`src/rtl/inst_rom_arbiter_pkg.sv`:
```
// Shared types and constants for the instruction-ROM arbiter.
// Widths and encodings match the legacy defines used by the fetch path.
package inst_rom_arbiter_pkg;
  localparam int INST_ADDR_W = 32;
  localparam int INST_W      = 32;

  typedef logic [INST_ADDR_W-1:0] inst_addr_t;
  typedef logic [INST_W-1:0]      inst_t;

  localparam inst_t      ZERO_WORD    = '0;
  localparam inst_addr_t ZERO_ADDR    = '0;
  localparam logic       CHIP_ENABLE  = 1'b1;
  localparam logic       CHIP_DISABLE = 1'b0;
  localparam logic       RST_ENABLE   = 1'b1;
  localparam int         ARB_WAIT_MAX = 4;

  typedef enum logic [1:0] {
    OWNER_NONE = 2'd0,
    OWNER_IF   = 2'd1,
    OWNER_DBG  = 2'd2
  } rom_owner_e;
endpackage

```
`src/rtl/inst_rom_arbiter_if.sv`:
```
// Bundle of the IF, DBG and ROM-side signals around the arbiter.
// master = arbiter side, slave = requesters plus ROM.
interface inst_rom_arbiter_if import inst_rom_arbiter_pkg::*; ();
  logic       if_req;
  inst_addr_t if_addr;
  logic       if_gnt;
  logic       if_ack;
  inst_t      if_inst;
  logic       dbg_req;
  inst_addr_t dbg_addr;
  logic       dbg_gnt;
  logic       dbg_ack;
  inst_t      dbg_inst;
  logic       rom_ce;
  inst_addr_t rom_addr;
  inst_t      rom_inst;
  logic       stallreq_if;

  modport master (
    input  if_req, if_addr, dbg_req, dbg_addr, rom_inst,
    output if_gnt, if_ack, if_inst, dbg_gnt, dbg_ack, dbg_inst,
    output rom_ce, rom_addr, stallreq_if
  );

  modport slave (
    output if_req, if_addr, dbg_req, dbg_addr, rom_inst,
    input  if_gnt, if_ack, if_inst, dbg_gnt, dbg_ack, dbg_inst,
    input  rom_ce, rom_addr, stallreq_if
  );
endinterface

```
`src/rtl/inst_rom_arbiter_wait_counter.sv`:
```
// Counts consecutive cycles a pending DBG request has been denied;
// starve flags that DBG must win the next contended cycle.
module inst_rom_arbiter_wait_counter import inst_rom_arbiter_pkg::*; #(
  parameter int MAX_WAIT = ARB_WAIT_MAX,
  parameter int CNT_W    = 4
) (
  input  logic clk,
  input  logic rst,
  input  logic dbg_req,
  input  logic dbg_gnt,
  output logic starve
);
  localparam logic [CNT_W-1:0] MAX_CNT = CNT_W'(MAX_WAIT);
  localparam logic [CNT_W-1:0] CNT_ONE = CNT_W'(1);

  logic [CNT_W-1:0] wait_cnt;

  always_ff @(posedge clk) begin
    if (rst == RST_ENABLE || dbg_gnt || !dbg_req) begin
      wait_cnt <= '0;
    end else if (wait_cnt != MAX_CNT) begin
      wait_cnt <= wait_cnt + CNT_ONE;
    end
  end

  assign starve = (wait_cnt == MAX_CNT);
endmodule

```
`src/rtl/inst_rom_arbiter.sv`:
```
// Shares the combinational instruction ROM between fetch (IF) and a debug
// read port (DBG); IF has priority, DBG is guaranteed a slot after MAX_WAIT denials.
module inst_rom_arbiter import inst_rom_arbiter_pkg::*; #(
  parameter int MAX_WAIT = ARB_WAIT_MAX,
  parameter int CNT_W    = 4
) (
  input  logic               clk,
  input  logic               rst,
  inst_rom_arbiter_if.master bus
);
  logic       starve;
  logic       if_gnt_p0, dbg_gnt_p0;
  rom_owner_e owner_p0;
  logic       rom_ce_p0;
  inst_addr_t rom_addr_p0;
  logic       if_ack_p1, dbg_ack_p1;
  inst_t      if_inst_p1, dbg_inst_p1;

  inst_rom_arbiter_wait_counter #(
    .MAX_WAIT (MAX_WAIT),
    .CNT_W    (CNT_W)
  ) u_wait_cnt (
    .clk     (clk),
    .rst     (rst),
    .dbg_req (bus.dbg_req),
    .dbg_gnt (dbg_gnt_p0),
    .starve  (starve)
  );

  // p0: grant decision and ROM drive, all combinational
  always_comb begin
    dbg_gnt_p0 = bus.dbg_req & (~bus.if_req | starve);
    if_gnt_p0  = bus.if_req & ~dbg_gnt_p0;
    owner_p0   = OWNER_NONE;
    if (if_gnt_p0) begin
      owner_p0 = OWNER_IF;
    end else if (dbg_gnt_p0) begin
      owner_p0 = OWNER_DBG;
    end
  end

  always_comb begin
    rom_ce_p0   = CHIP_DISABLE;
    rom_addr_p0 = ZERO_ADDR;
    unique case (owner_p0)
      OWNER_IF: begin
        rom_ce_p0   = CHIP_ENABLE;
        rom_addr_p0 = bus.if_addr;
      end
      OWNER_DBG: begin
        rom_ce_p0   = CHIP_ENABLE;
        rom_addr_p0 = bus.dbg_addr;
      end
      default: ;
    endcase
  end

  // p1: responses registered; reset suppresses the ack of the grant in flight
  always_ff @(posedge clk) begin
    if (rst == RST_ENABLE) begin
      if_ack_p1   <= 1'b0;
      dbg_ack_p1  <= 1'b0;
      if_inst_p1  <= ZERO_WORD;
      dbg_inst_p1 <= ZERO_WORD;
    end else begin
      if_ack_p1  <= if_gnt_p0;
      dbg_ack_p1 <= dbg_gnt_p0;
      if (if_gnt_p0) begin
        if_inst_p1 <= bus.rom_inst;
      end
      if (dbg_gnt_p0) begin
        dbg_inst_p1 <= bus.rom_inst;
      end
    end
  end

  assign bus.if_gnt      = if_gnt_p0;
  assign bus.dbg_gnt     = dbg_gnt_p0;
  assign bus.stallreq_if = bus.if_req & ~if_gnt_p0;
  assign bus.rom_ce      = rom_ce_p0;
  assign bus.rom_addr    = rom_addr_p0;
  assign bus.if_ack      = if_ack_p1;
  assign bus.dbg_ack     = dbg_ack_p1;
  assign bus.if_inst     = if_inst_p1;
  assign bus.dbg_inst    = dbg_inst_p1;
endmodule
```
`src/flat_wrapper.sv`:
```
// flat-port wrapper written by rule: the top's interface ports become plain ports
module inst_rom_arbiter_flat import inst_rom_arbiter_pkg::*;
#(
  parameter int MAX_WAIT = ARB_WAIT_MAX,
  parameter int CNT_W    = 4
)
  (clk, rst, bus_if_req, bus_if_addr, bus_dbg_req, bus_dbg_addr, bus_rom_inst, bus_if_gnt, bus_if_ack, bus_if_inst, bus_dbg_gnt, bus_dbg_ack, bus_dbg_inst, bus_rom_ce, bus_rom_addr, bus_stallreq_if);
  inst_rom_arbiter_if bus_i ();
  input  logic clk;
  input  logic rst;
  input wire logic [$bits(bus_i.if_req)-1:0] bus_if_req;
  input wire logic [$bits(bus_i.if_addr)-1:0] bus_if_addr;
  input wire logic [$bits(bus_i.dbg_req)-1:0] bus_dbg_req;
  input wire logic [$bits(bus_i.dbg_addr)-1:0] bus_dbg_addr;
  input wire logic [$bits(bus_i.rom_inst)-1:0] bus_rom_inst;
  output wire logic [$bits(bus_i.if_gnt)-1:0] bus_if_gnt;
  output wire logic [$bits(bus_i.if_ack)-1:0] bus_if_ack;
  output wire logic [$bits(bus_i.if_inst)-1:0] bus_if_inst;
  output wire logic [$bits(bus_i.dbg_gnt)-1:0] bus_dbg_gnt;
  output wire logic [$bits(bus_i.dbg_ack)-1:0] bus_dbg_ack;
  output wire logic [$bits(bus_i.dbg_inst)-1:0] bus_dbg_inst;
  output wire logic [$bits(bus_i.rom_ce)-1:0] bus_rom_ce;
  output wire logic [$bits(bus_i.rom_addr)-1:0] bus_rom_addr;
  output wire logic [$bits(bus_i.stallreq_if)-1:0] bus_stallreq_if;
  assign bus_i.if_req = bus_if_req;
  assign bus_i.if_addr = bus_if_addr;
  assign bus_i.dbg_req = bus_dbg_req;
  assign bus_i.dbg_addr = bus_dbg_addr;
  assign bus_i.rom_inst = bus_rom_inst;
  assign bus_if_gnt = bus_i.if_gnt;
  assign bus_if_ack = bus_i.if_ack;
  assign bus_if_inst = bus_i.if_inst;
  assign bus_dbg_gnt = bus_i.dbg_gnt;
  assign bus_dbg_ack = bus_i.dbg_ack;
  assign bus_dbg_inst = bus_i.dbg_inst;
  assign bus_rom_ce = bus_i.rom_ce;
  assign bus_rom_addr = bus_i.rom_addr;
  assign bus_stallreq_if = bus_i.stallreq_if;
  inst_rom_arbiter #(.MAX_WAIT(MAX_WAIT), .CNT_W(CNT_W)) u_core (.clk(clk), .rst(rst), .bus(bus_i));
endmodule
```
`config.mk`:
```
export PLATFORM = sky130hd
export DESIGN_NAME = inst_rom_arbiter_flat
export DESIGN_NICKNAME = d
export VERILOG_FILES = /design/src/rtl/inst_rom_arbiter_pkg.sv /design/src/rtl/inst_rom_arbiter_if.sv /design/src/rtl/inst_rom_arbiter_wait_counter.sv /design/src/rtl/inst_rom_arbiter.sv /design/src/flat_wrapper.sv
export SDC_FILE = /design/constraint.sdc
export NUM_CORES = 1
export LEC_CHECK = 0
export CAP_MARGIN = 40
export CORE_MARGIN = 2
export CORE_UTILIZATION = 36
export DETAILED_ROUTE_END_ITERATION = 8
export PLACE_DENSITY = 0.88
export SLEW_MARGIN = 20
export SYNTH_ARGS = -nofsm -noshare
export SYNTH_HDL_FRONTEND = slang
export SYNTH_HIERARCHICAL = 1
export SYNTH_SLANG_ARGS = --single-unit
```
`constraint.sdc`:
```
create_clock -name clk -period 2.4 [get_ports clk]
set_input_delay 0.48 -clock clk [delete_from_list [all_inputs] [get_ports clk]]
set_output_delay 0.48 -clock clk [all_outputs]
set_load 0.05 [all_outputs]
```
==> results of run 1 <==
==> per-stage QoR <==
stage	cells	area, um^2	hold WS [ps]
final	676	5730	460
after global placement	640	5180	442
after global routing	676	5730	480
after detailed placement	640	5180	446
after floorplan	348	3130	444
after CTS	667	5600	457
==> logic make-up (layout without fill, tap and decap cells) <==
kind of cell | after synthesis | count (layout) | share of synthesized area [%]
flip-flops | 70 | 70 | 44.7
AND/OR/NAND/NOR | 139 | 139 | 22.3
AO/OA/AOI/OAI | 68 | 68 | 15.1
adder cells (fa/ha/maj) | 2 | 2 | 0.799
buffers and inverters | 34 | 254 | 5.91
multiplexers | 33 | 33 | 10.5
XOR/XNOR | 2 | 2 | 0.559
==> Yosys cell counts <==
cell type	count	area share (%)
a21bo_1	1	0.32
a21oi_1	33	5.3
a21oi_2	1	0.28
a22o_1	32	8.9
and3_1	1	0.20
buf_2	7	1.1
buf_4	1	0.24
buf_6	6	2.2
clkbuf_1	14	1.7
dfxtp_1	70	45
ha_1	2	0.80
inv_1	4	0.48
inv_2	2	0.24
mux2i_1	33	11
nand2_1	65	7.8
nand2b_1	64	13
nand3_1	1	0.16
nand3b_1	1	0.24
nor2_1	4	0.48
o21ai_2	1	0.28
or2_2	1	0.20
or3_1	1	0.20
or3b_1	1	0.28
xnor2_1	2	0.56
==> path summary, 6_finish.rpt <==
path                                               end  slack [ps]  cells after the start
worst max-delay path                   bus_rom_addr[4]          -8                     10
worst min-delay path             u_core/bus.if_inst[3]         460                      2
worst max register to register  u_core/bus.if_inst[27]         190                     14
worst min register to register   u_core/bus.if_inst[3]         460                      2
==> registers in the layout, indices dropped and copies added (netlist names) <==
name                        cells
u_core/bus.if_inst             32
u_core/u_wait_cnt/wait_cnt      4
u_core/bus.dbg_inst            32
u_core/bus.dbg_ack              1
u_core/bus.if_ack               1
==> critical path, cell delays in order, from the launching register on <==
cell       delay (ps)
dfxtp_2           340
inv_2              40
ha_4              150
nand3b_1          110
inv_2              50
a21bo_1           210
inv_2             110
buf_12            130
clkbuf_16         140
a22o_1            160
buf_6             160
==> per-layer routing <==
| metal | part of all wire [%] | GRT usage, % | vias to the layer above |
|---|---|---|---|
| li1 | - | - | 1588 |
| met1 | 39 | 22.3 | 1508 |
| met2 | 54 | 43.0 | 130 |
| met3 | 5.4 | 5.11 | 15 |
| met4 | 1.8 | 6.73 | 0 |
| met5 | 0 | 0 | - |
==> cell type report <==
class                   instances  area share, %
clock buffers                  12           2.53
flip-flops and latches         70           24.5
multi-input cells             244           27.5
well taps                     108           2.36
inverters                       6          0.393
clock inverters                 4          0.393
repair buffers                232           42.3
==> report_power, final <==
group          switching (mW)  total, mW  internal [mW]
Sequential             0.0324       1.26           1.22
Clock                   0.427      0.827          0.399
Combinational           0.597       1.06          0.468
Total                    1.06       3.15           2.09
==> layout by cell type (no fill, tap or decap), types with 3 or more instances in the layout <==
cell / Yosys / final
clkinv_2: 0 / 3
inv_2: 2 / 5
nand2b_1: 64 / 64
nor2_1: 4 / 4
clkbuf_8: 0 / 10
nand2_1: 65 / 65
mux2i_1: 33 / 33
a22o_1: 32 / 31
clkdlybuf4s50_1: 0 / 162
dfxtp_1: 70 / 68
buf_4: 1 / 23
a21oi_1: 33 / 33
buf_6: 6 / 33
buf_12: 0 / 8
==> repair_timing <==
action / CTS / global route
pin swaps: 10 / 10
gates cloned: 1 / 2
endpoints found under the setup margin: 33 / 32
gates resized for setup: 41 / 4
hold buffers: 0 / 0
setup buffers: 10 / 7
==> flow_metrics.env, run 1 <==
export IMPL_status="finished with violations"
export IMPL_violations="setup timing"
export IMPL_die_height_um=97.3
export IMPL_final_max_slew_violation_count=0
export IMPL_area_growth_pct=82.9
export IMPL_place_congestion=0.810
export IMPL_ios=202
export IMPL_die_width_um=97.3
export IMPL_arrival_ps=1930
export IMPL_worstPathRequired_ps=1920
export IMPL_fin_setup_tns_ps=-21.4
export IMPL_drc_errors=0
export IMPL_routedWlPerCell_um=16.1
export IMPL_slew_headroom_pct=62.9
export IMPL_place_ws_ps=-31.6
export IMPL_power_density_nw_per_um2=549
export IMPL_start_util_pct=36.4
export IMPL_via_count=3241
export IMPL_fmax_mhz=415
export IMPL_setup_ws_ps=-7.91
export IMPL_routed_wl_um=10900
export IMPL_fill_cells=714
export IMPL_endpoint_kind="primary output"
export IMPL_finalCriticalPeriod_ps=2410
export IMPL_hold_class="reg -> reg"
export IMPL_drtPass1Iterations=4
export IMPL_grt_overflow_total=0
export IMPL_power_leakage_nw=2.39
export IMPL_grt_antenna_before_repair=0
export IMPL_utilization_pct=66.7
export IMPL_yosys_warnings=6
export IMPL_multi_input_comb_area_um2=1570
export IMPL_grt_max_degree=41
export IMPL_worstMarginPinSlew_ps=554
export IMPL_cts_tree="yes"
export IMPL_finalHoldViolCount=0
export IMPL_cp_start_kind="flip-flop"
export IMPL_maxCapViolCount=0
export IMPL_synth_area_per_cell_um2=9.00
export IMPL_port_buffers=201
export IMPL_cts_sinks=70
export IMPL_r2r_start="u_core/u_wait_cnt/wait_cnt[0]"
export IMPL_drive_above_1_share_pct=16.5
export IMPL_worst_path_max_fanout=6
export IMPL_cp_startpoint="u_core/u_wait_cnt/wait_cnt[0]"
export IMPL_core_um2=8590
export IMPL_register_area_um2=1400
export IMPL_dieArea_um2=9460
export IMPL_drt_vias_per_instance=4.79
export IMPL_seq_area_frac_synth_pct=44.7
export IMPL_grt_setup_unrepaired="true"
export IMPL_clk_latency_ps=330
export IMPL_hpwl_um=7630
export IMPL_diodes=0
export IMPL_grt_pass1_wl_um=16500
export IMPL_holdCritStartpoint="u_core/bus.if_inst[3]"
export IMPL_syn_area_um2=3130
export IMPL_clockBufferDepth=2
export IMPL_cts_root_buf="clkbuf_8"
export IMPL_ant_nets=0
export IMPL_cts_htree_levels=3
export IMPL_yosys_register_bits=70
export IMPL_finClkSkew_ps=8.46
export IMPL_syn_inst=348
export IMPL_yosys_cell_types_count=24
export IMPL_path_clk_slew_ps=70
export IMPL_synthesis_nets=450
export IMPL_irDropWorstVdd_v=0.000288
export IMPL_power_mw=3.15
export IMPL_final_nets=665
export IMPL_drtIter0Drc=143
export IMPL_period_share_pct=100
export IMPL_rows=34
export IMPL_cts_buffers=9
export IMPL_finalSetupViolCount=8
export IMPL_grt_pass1_vias=3299
export IMPL_worst_setup_path_type="reg -> out"
export IMPL_grt_use_total_pct=21.7
Note: power is estimated with default switching activity, not from simulation.
==> inputs of run 2 (changes only) <==
CORE_MARGIN = not set   (was 2)
==> run 2 against run 1 <==
Against the previous run:
- the run still ends with setup timing left
- clock skew fell by 0.96 ps
- worst hold slack got worse by 4.8 ps
- routed wire length rose by 1.3%
- register-to-register slack got worse by 130 ps
- clock-buffer cell count did not move
- via count rose by 2.6%
- clock power rose by 9.2%
- critical path depth did not move
==> flow_metrics.env, run 2 (synthesis gave the netlist of run 1 again) <==
export IMPL_status="finished with violations"
export IMPL_violations="setup timing"
export IMPL_clk_latency_ps=340
export IMPL_hpwl_um=7220
export IMPL_r2r_start="u_core/u_wait_cnt/wait_cnt[1]"
export IMPL_drt_vias_per_instance=4.92
export IMPL_place_congestion=0.871
export IMPL_core_um2=8300
export IMPL_r2r_end="u_core/u_wait_cnt/wait_cnt[1]"
export IMPL_area_growth_pct=84.1
export IMPL_dpl_cell_area_um2=5140
export IMPL_power_leakage_nw=2.40
export IMPL_drive_above_1_share_pct=16.8
export IMPL_dieArea_um2=9080
export IMPL_path_clk_slew_ps=70
export IMPL_diodes=0
export IMPL_hold_class="reg -> reg"
export IMPL_finalHoldViolCount=0
export IMPL_finalNonFillerCells=676
export IMPL_grt_antenna_before_repair=0
export IMPL_port_buffers=201
export IMPL_fmax_mhz=406
export IMPL_drtIter0Drc=99
export IMPL_die_width_um=95.3
export IMPL_worstPathRequired_ps=1920
export IMPL_grt_pass1_wl_um=15800
export IMPL_grt_use_total_pct=23.3
export IMPL_place_ws_ps=-120
export IMPL_arrival_ps=1980
export IMPL_power_density_nw_per_um2=558
export IMPL_rows=33
export IMPL_maxCapViolCount=0
export IMPL_ff2ff_setup_slack_ps=60
export IMPL_finalSetupViolCount=32
export IMPL_finalCriticalPeriod_ps=2460
export IMPL_ant_nets=0
export IMPL_cts_tree="yes"
export IMPL_grt_pass1_vias=3365
export IMPL_start_util_pct=37.7
export IMPL_grt_setup_unrepaired="true"
export IMPL_worst_path_max_fanout=6
export IMPL_holdCritStartpoint="u_core/bus.if_inst[18]"
export IMPL_dp_cells=634
export IMPL_die_height_um=95.3
export IMPL_cts_buffers=9
export IMPL_grt_overflow_total=0
export IMPL_clockBufferDepth=2
export IMPL_period_share_pct=103
export IMPL_drtPass1Iterations=4
export IMPL_endpoint_kind="primary output"
export IMPL_drc_errors=0
export IMPL_final_max_slew_violation_count=0
export IMPL_rr_worst_depth=16
export IMPL_layout_commonest_cell="clkdlybuf4s50_1"
export IMPL_routed_wl_um=11000
export IMPL_fill_cells=614
export IMPL_hold_path_depth=2
export IMPL_worstMarginPinSlew_ps=545
export IMPL_cp_start_kind="flip-flop"
export IMPL_final_area_um2=5760
export IMPL_worst_setup_path_type="reg -> out"
export IMPL_finClkSkew_ps=7.50
export IMPL_cts_sinks=70
export IMPL_routedWlPerCell_um=16.3
export IMPL_ios=202
export IMPL_irDropWorstVdd_v=0.000361
export IMPL_cts_root_buf="clkbuf_8"
export IMPL_cts_htree_levels=3
export IMPL_slew_headroom_pct=63.6
export IMPL_final_nets=668
export IMPL_register_area_um2=1400
export IMPL_multi_input_comb_area_um2=1570
export IMPL_final_cell_mix="clkdlybuf4s50_1, dfxtp_1, nand2_1"
export IMPL_grt_max_degree=53
export IMPL_via_count=3325
export IMPL_setup_ws_ps=-63.9
export IMPL_min_to="u_core/bus.if_inst[18]"
[run 2: cell count changes in the layout (fill, tap and decap cells not counted), sizes merged]
cell	delta
buf	+3
bufinv	+1
clkbuf	-1
clkdlybuf4s50	+1
clkinv	-1
dlygate4sd2	-1
inv	+1
[run 2: worst max-delay path by stage]
stage                     cells past startpoint          endpoint  slack, ps                          start
after floorplan                              10  bus_rom_addr[10]          9  u_core/u_wait_cnt/wait_cnt[0]
after global placement                        5   bus_rom_addr[0]        -50                    bus_dbg_req
after detailed placement                      5   bus_rom_addr[1]       -120                    bus_dbg_req
after CTS                                     9  bus_rom_addr[22]        -30  u_core/u_wait_cnt/wait_cnt[1]
after global routing                         10  bus_rom_addr[15]       -120  u_core/u_wait_cnt/wait_cnt[1]
final                                        10   bus_rom_addr[7]        -60  u_core/u_wait_cnt/wait_cnt[1]
[run 2: timing repair]
item / CTS / global route
endpoints found under the setup margin: 34 / 35
cloned: 2 / 2
buffers inserted: 21 / 3
pin swaps: 30 / 9
gates resized for setup: 45 / 12
hold buffers: 0 / 0
[run 2: final cells by class]
cell class                      count  share of cell area [%]
Timing Repair inverter              1                   0.282
Multi-Input combinational cell    244                    27.3
Clock inverter                      4                   0.825
Timing Repair Buffer              234                    42.0
Tap cell                          105                    2.28
Clock buffer                       12                    2.34
Sequential cell                    70                    24.4
Inverter                            6                   0.651
[run 2: stage by stage]
step	power, mW	utilization [%]	hold slack [ps]	setup TNS [ps]
finish	3.22	69.5	455	-1310
global route	3.34	69.5	480	-3320
CTS	3.22	68.7	458	-221
detailed placement	2.25	61.9	448	-2730
global placement	2.24	61.9	442	-649
floorplan	1.85	-	444	0
[run 2: layer usage]
metal | track usage, % | vias to the layer above | part of all wire, %
met1 | 24.3 | 1554 | 38
met2 | 41.9 | 155 | 52
met5 | 0 | - | 0
met3 | 7.50 | 22 | 7.2
met4 | 11.1 | 0 | 2.4
li1 | - | 1594 | -
[run 2: worst max-delay path, cell delays in order, from the launching register on]
cell and delay (ps):
dfxtp_2 330, inv_2 70, ha_4 140, nand3b_1 120, inv_2 80, a21bo_1 160, inv_4 80, buf_12 140
clkbuf_16 140, a22o_1 220, buf_6 160
[run 2: report_power, final]
part	total, mW	internal (mW)	leakage [nW]	switching [mW]
combinational	1.06	0.460	1.73	0.602
sequential	1.25	1.22	0.576	0.0309
clock	0.903	0.478	0.0904	0.425
==> inputs of run 3 (changes only) <==
CORE_MARGIN = 4   (was not set)
==> run 3 against run 2 <==
Against the previous run:
- the run still ends with setup timing left
- worst hold slack improved by 7.7 ps
- register-to-register slack improved by 260 ps
- routed wire length increased by 7.5%
- via count decreased by 0.72%
- non-clock buffer count decreased by 1
- clock power increased by 2%
- clock-buffer cell count decreased by 1
- fmax increased by 1.1%
- critical endpoint is now bus_rom_addr[15]
==> flow_metrics.env, run 3 (synthesis gave the netlist of run 1 again) <==
export IMPL_status="finished with violations"
export IMPL_violations="setup timing"
export IMPL_worst_path_max_fanout=18
export IMPL_core_um2=8340
export IMPL_cts_tree="yes"
export IMPL_ios=202
export IMPL_grt_use_total_pct=21.6
export IMPL_met1_usage_pct=22.3
export IMPL_routed_wl_um=11800
export IMPL_hpwl_um=8130
export IMPL_grt_antenna_before_repair=0
export IMPL_p_comb_share_pct=33.8
export IMPL_ant_nets=0
export IMPL_rows=33
export IMPL_final_cell_mix="clkdlybuf4s50_1, dfxtp_1, nand2_1"
export IMPL_cp_startpoint="u_core/u_wait_cnt/wait_cnt[1]"
export IMPL_period_share_pct=102
export IMPL_worstPathRequired_ps=1920
export IMPL_grt_setup_unrepaired="true"
export IMPL_p_sw_mw=1.07
export IMPL_power_leakage_nw=2.45
export IMPL_drt_vias_per_instance=4.90
export IMPL_area_growth_pct=88.5
export IMPL_grt_max_degree=56
export IMPL_use_met2_pct=40.4
export IMPL_fill_cells=618
export IMPL_fmax_mhz=410
export IMPL_hold_buffers=0
export IMPL_routedWlPerCell_um=17.6
export IMPL_pwr_share_clk_pct=28.0
export IMPL_place_ws_ps=-60.2
export IMPL_p_seq_share_pct=38.2
export IMPL_cts_buffers=9
export IMPL_die_height_um=101
export IMPL_finalSetupViolCount=32
export IMPL_place_congestion=0.759
export IMPL_setup_ws_ps=-37.7
export IMPL_via_count=3301
export IMPL_final_max_slew_violation_count=0
export IMPL_path_clk_slew_ps=70
export IMPL_p_sw_share_pct=32.5
export IMPL_grt_busiest_layer="met2"
export IMPL_fin_setup_tns_ps=-714
export IMPL_start_util_pct=37.5
export IMPL_drc_errors=0
export IMPL_met3_usage_pct=5.85
export IMPL_drive_above_1_share_pct=17.8
export IMPL_slew_headroom_pct=54.5
export IMPL_dieArea_um2=10300
export IMPL_grt_overflow_total=0
export IMPL_power_density_nw_per_um2=557
export IMPL_finalCriticalPeriod_ps=2440
export IMPL_holdCritStartpoint="u_core/bus.if_inst[20]"
export IMPL_cts_htree_levels=3
export IMPL_grt_pass1_wl_um=17000
export IMPL_drtIter0Drc=80
export IMPL_cts_root_buf="clkbuf_8"
export IMPL_power_internal_mw=2.22
export IMPL_die_width_um=101
export IMPL_arrival_ps=1960
export IMPL_diodes=0
export IMPL_cp_start_kind="flip-flop"
export IMPL_clockBufferDepth=2
export IMPL_irDropWorstVdd_v=0.000326
export IMPL_hold_class="reg -> reg"
export IMPL_grt_pass1_vias=3362
export IMPL_final_nets=666
export IMPL_drtPass1Iterations=4
export IMPL_cts_sinks=70
export IMPL_worstMarginPinSlew_ps=683
export IMPL_endpoint_kind="primary output"
export IMPL_port_buffers=201
export IMPL_layout_commonest_cell="clkdlybuf4s50_1"
export IMPL_worst_setup_path_type="reg -> out"
export IMPL_clk_latency_ps=330
export IMPL_finalHoldViolCount=0
export IMPL_maxCapViolCount=0
export IMPL_r2r_start="u_core/u_wait_cnt/wait_cnt[1]"
export IMPL_finClkSkew_ps=7.35
run 3: changes by cell type in the layout (fill, tap and decap cells not counted), moves of 2 or more:
cell / previous run / this run
buf_4: 25 / 18
a22o_1: 32 / 26
inv_12: 2 / 0
clkbuf_16: 1 / 3
clkbuf_1: 3 / 1
a22o_4: 0 / 6
buf_16: 1 / 4
buf_8: 0 / 4
buf_6: 35 / 32
run 3: cell type report:
type	instances	area, um^2	area share, %
Clock inverter	4	47.5	0.805
Multi-Input combinational cell	244	1620	27.5
Inverter	6	30.0	0.509
Tap cell	105	131	2.23
Clock buffer	11	141	2.40
Sequential cell	70	1400	23.8
Timing Repair Buffer	233	2520	42.8
run 3: worst paths after layout:
path / to / slack (ps) / depth (start not counted)
worst max register to register: u_core/u_wait_cnt/wait_cnt[0] / 320 / 11
worst min register to register: u_core/bus.if_inst[20] / 460 / 2
worst max-delay path: bus_rom_addr[15] / -40 / 10
worst min-delay path: u_core/bus.if_inst[20] / 460 / 2
run 3: layer usage:
| metal | part of all wire [%] | vias up |
|---|---|---|
| li1 | - | 1594 |
| met1 | 35 | 1547 |
| met2 | 55 | 140 |
| met3 | 7.4 | 20 |
| met4 | 2.6 | 0 |
| met5 | 0 | - |
run 3: power groups by stage:
| stage | combinational (mW) | clock, mW | sequential (mW) |
|---|---|---|---|
| floorplan | 0.365 | 0 | 1.48 |
| global placement | 0.975 | 0 | 1.28 |
| detailed placement | 0.986 | 0 | 1.28 |
| CTS | 1.08 | 0.944 | 1.26 |
| global route | 1.16 | 1.00 | 1.26 |
| finish | 1.11 | 0.920 | 1.26 |
run 3: timing repair:
item,4_1_cts,5_1_grt
resized for setup,60,5
setup endpoints to repair,34,34
gates cloned,4,3
pin swaps,19,4
buffers inserted,9,7
run 3: critical path, cell delays in order (launching register included):
cell and delay [ps]:
dfxtp_2 340, inv_2 40, ha_4 150, nand3b_1 110, inv_2 70, buf_6 120
o21ai_4 170, inv_4 80, clkbuf_16 190, a22o_1 200, buf_6 150
run 3: metrics by stage:
stage | power [mW] | area, um^2 | cells | hold WS (ps) | utilization [%]
global placement | 2.25 | 5150 | 635 | 441 | 61.7
detailed placement | 2.27 | 5150 | 635 | 450 | 61.7
floorplan | 1.85 | 3130 | 348 | 444 | -
CTS | 3.28 | 5750 | 663 | 461 | 68.9
global route | 3.42 | 5900 | 673 | 477 | 70.8
finish | 3.29 | 5900 | 673 | 463 | 70.8
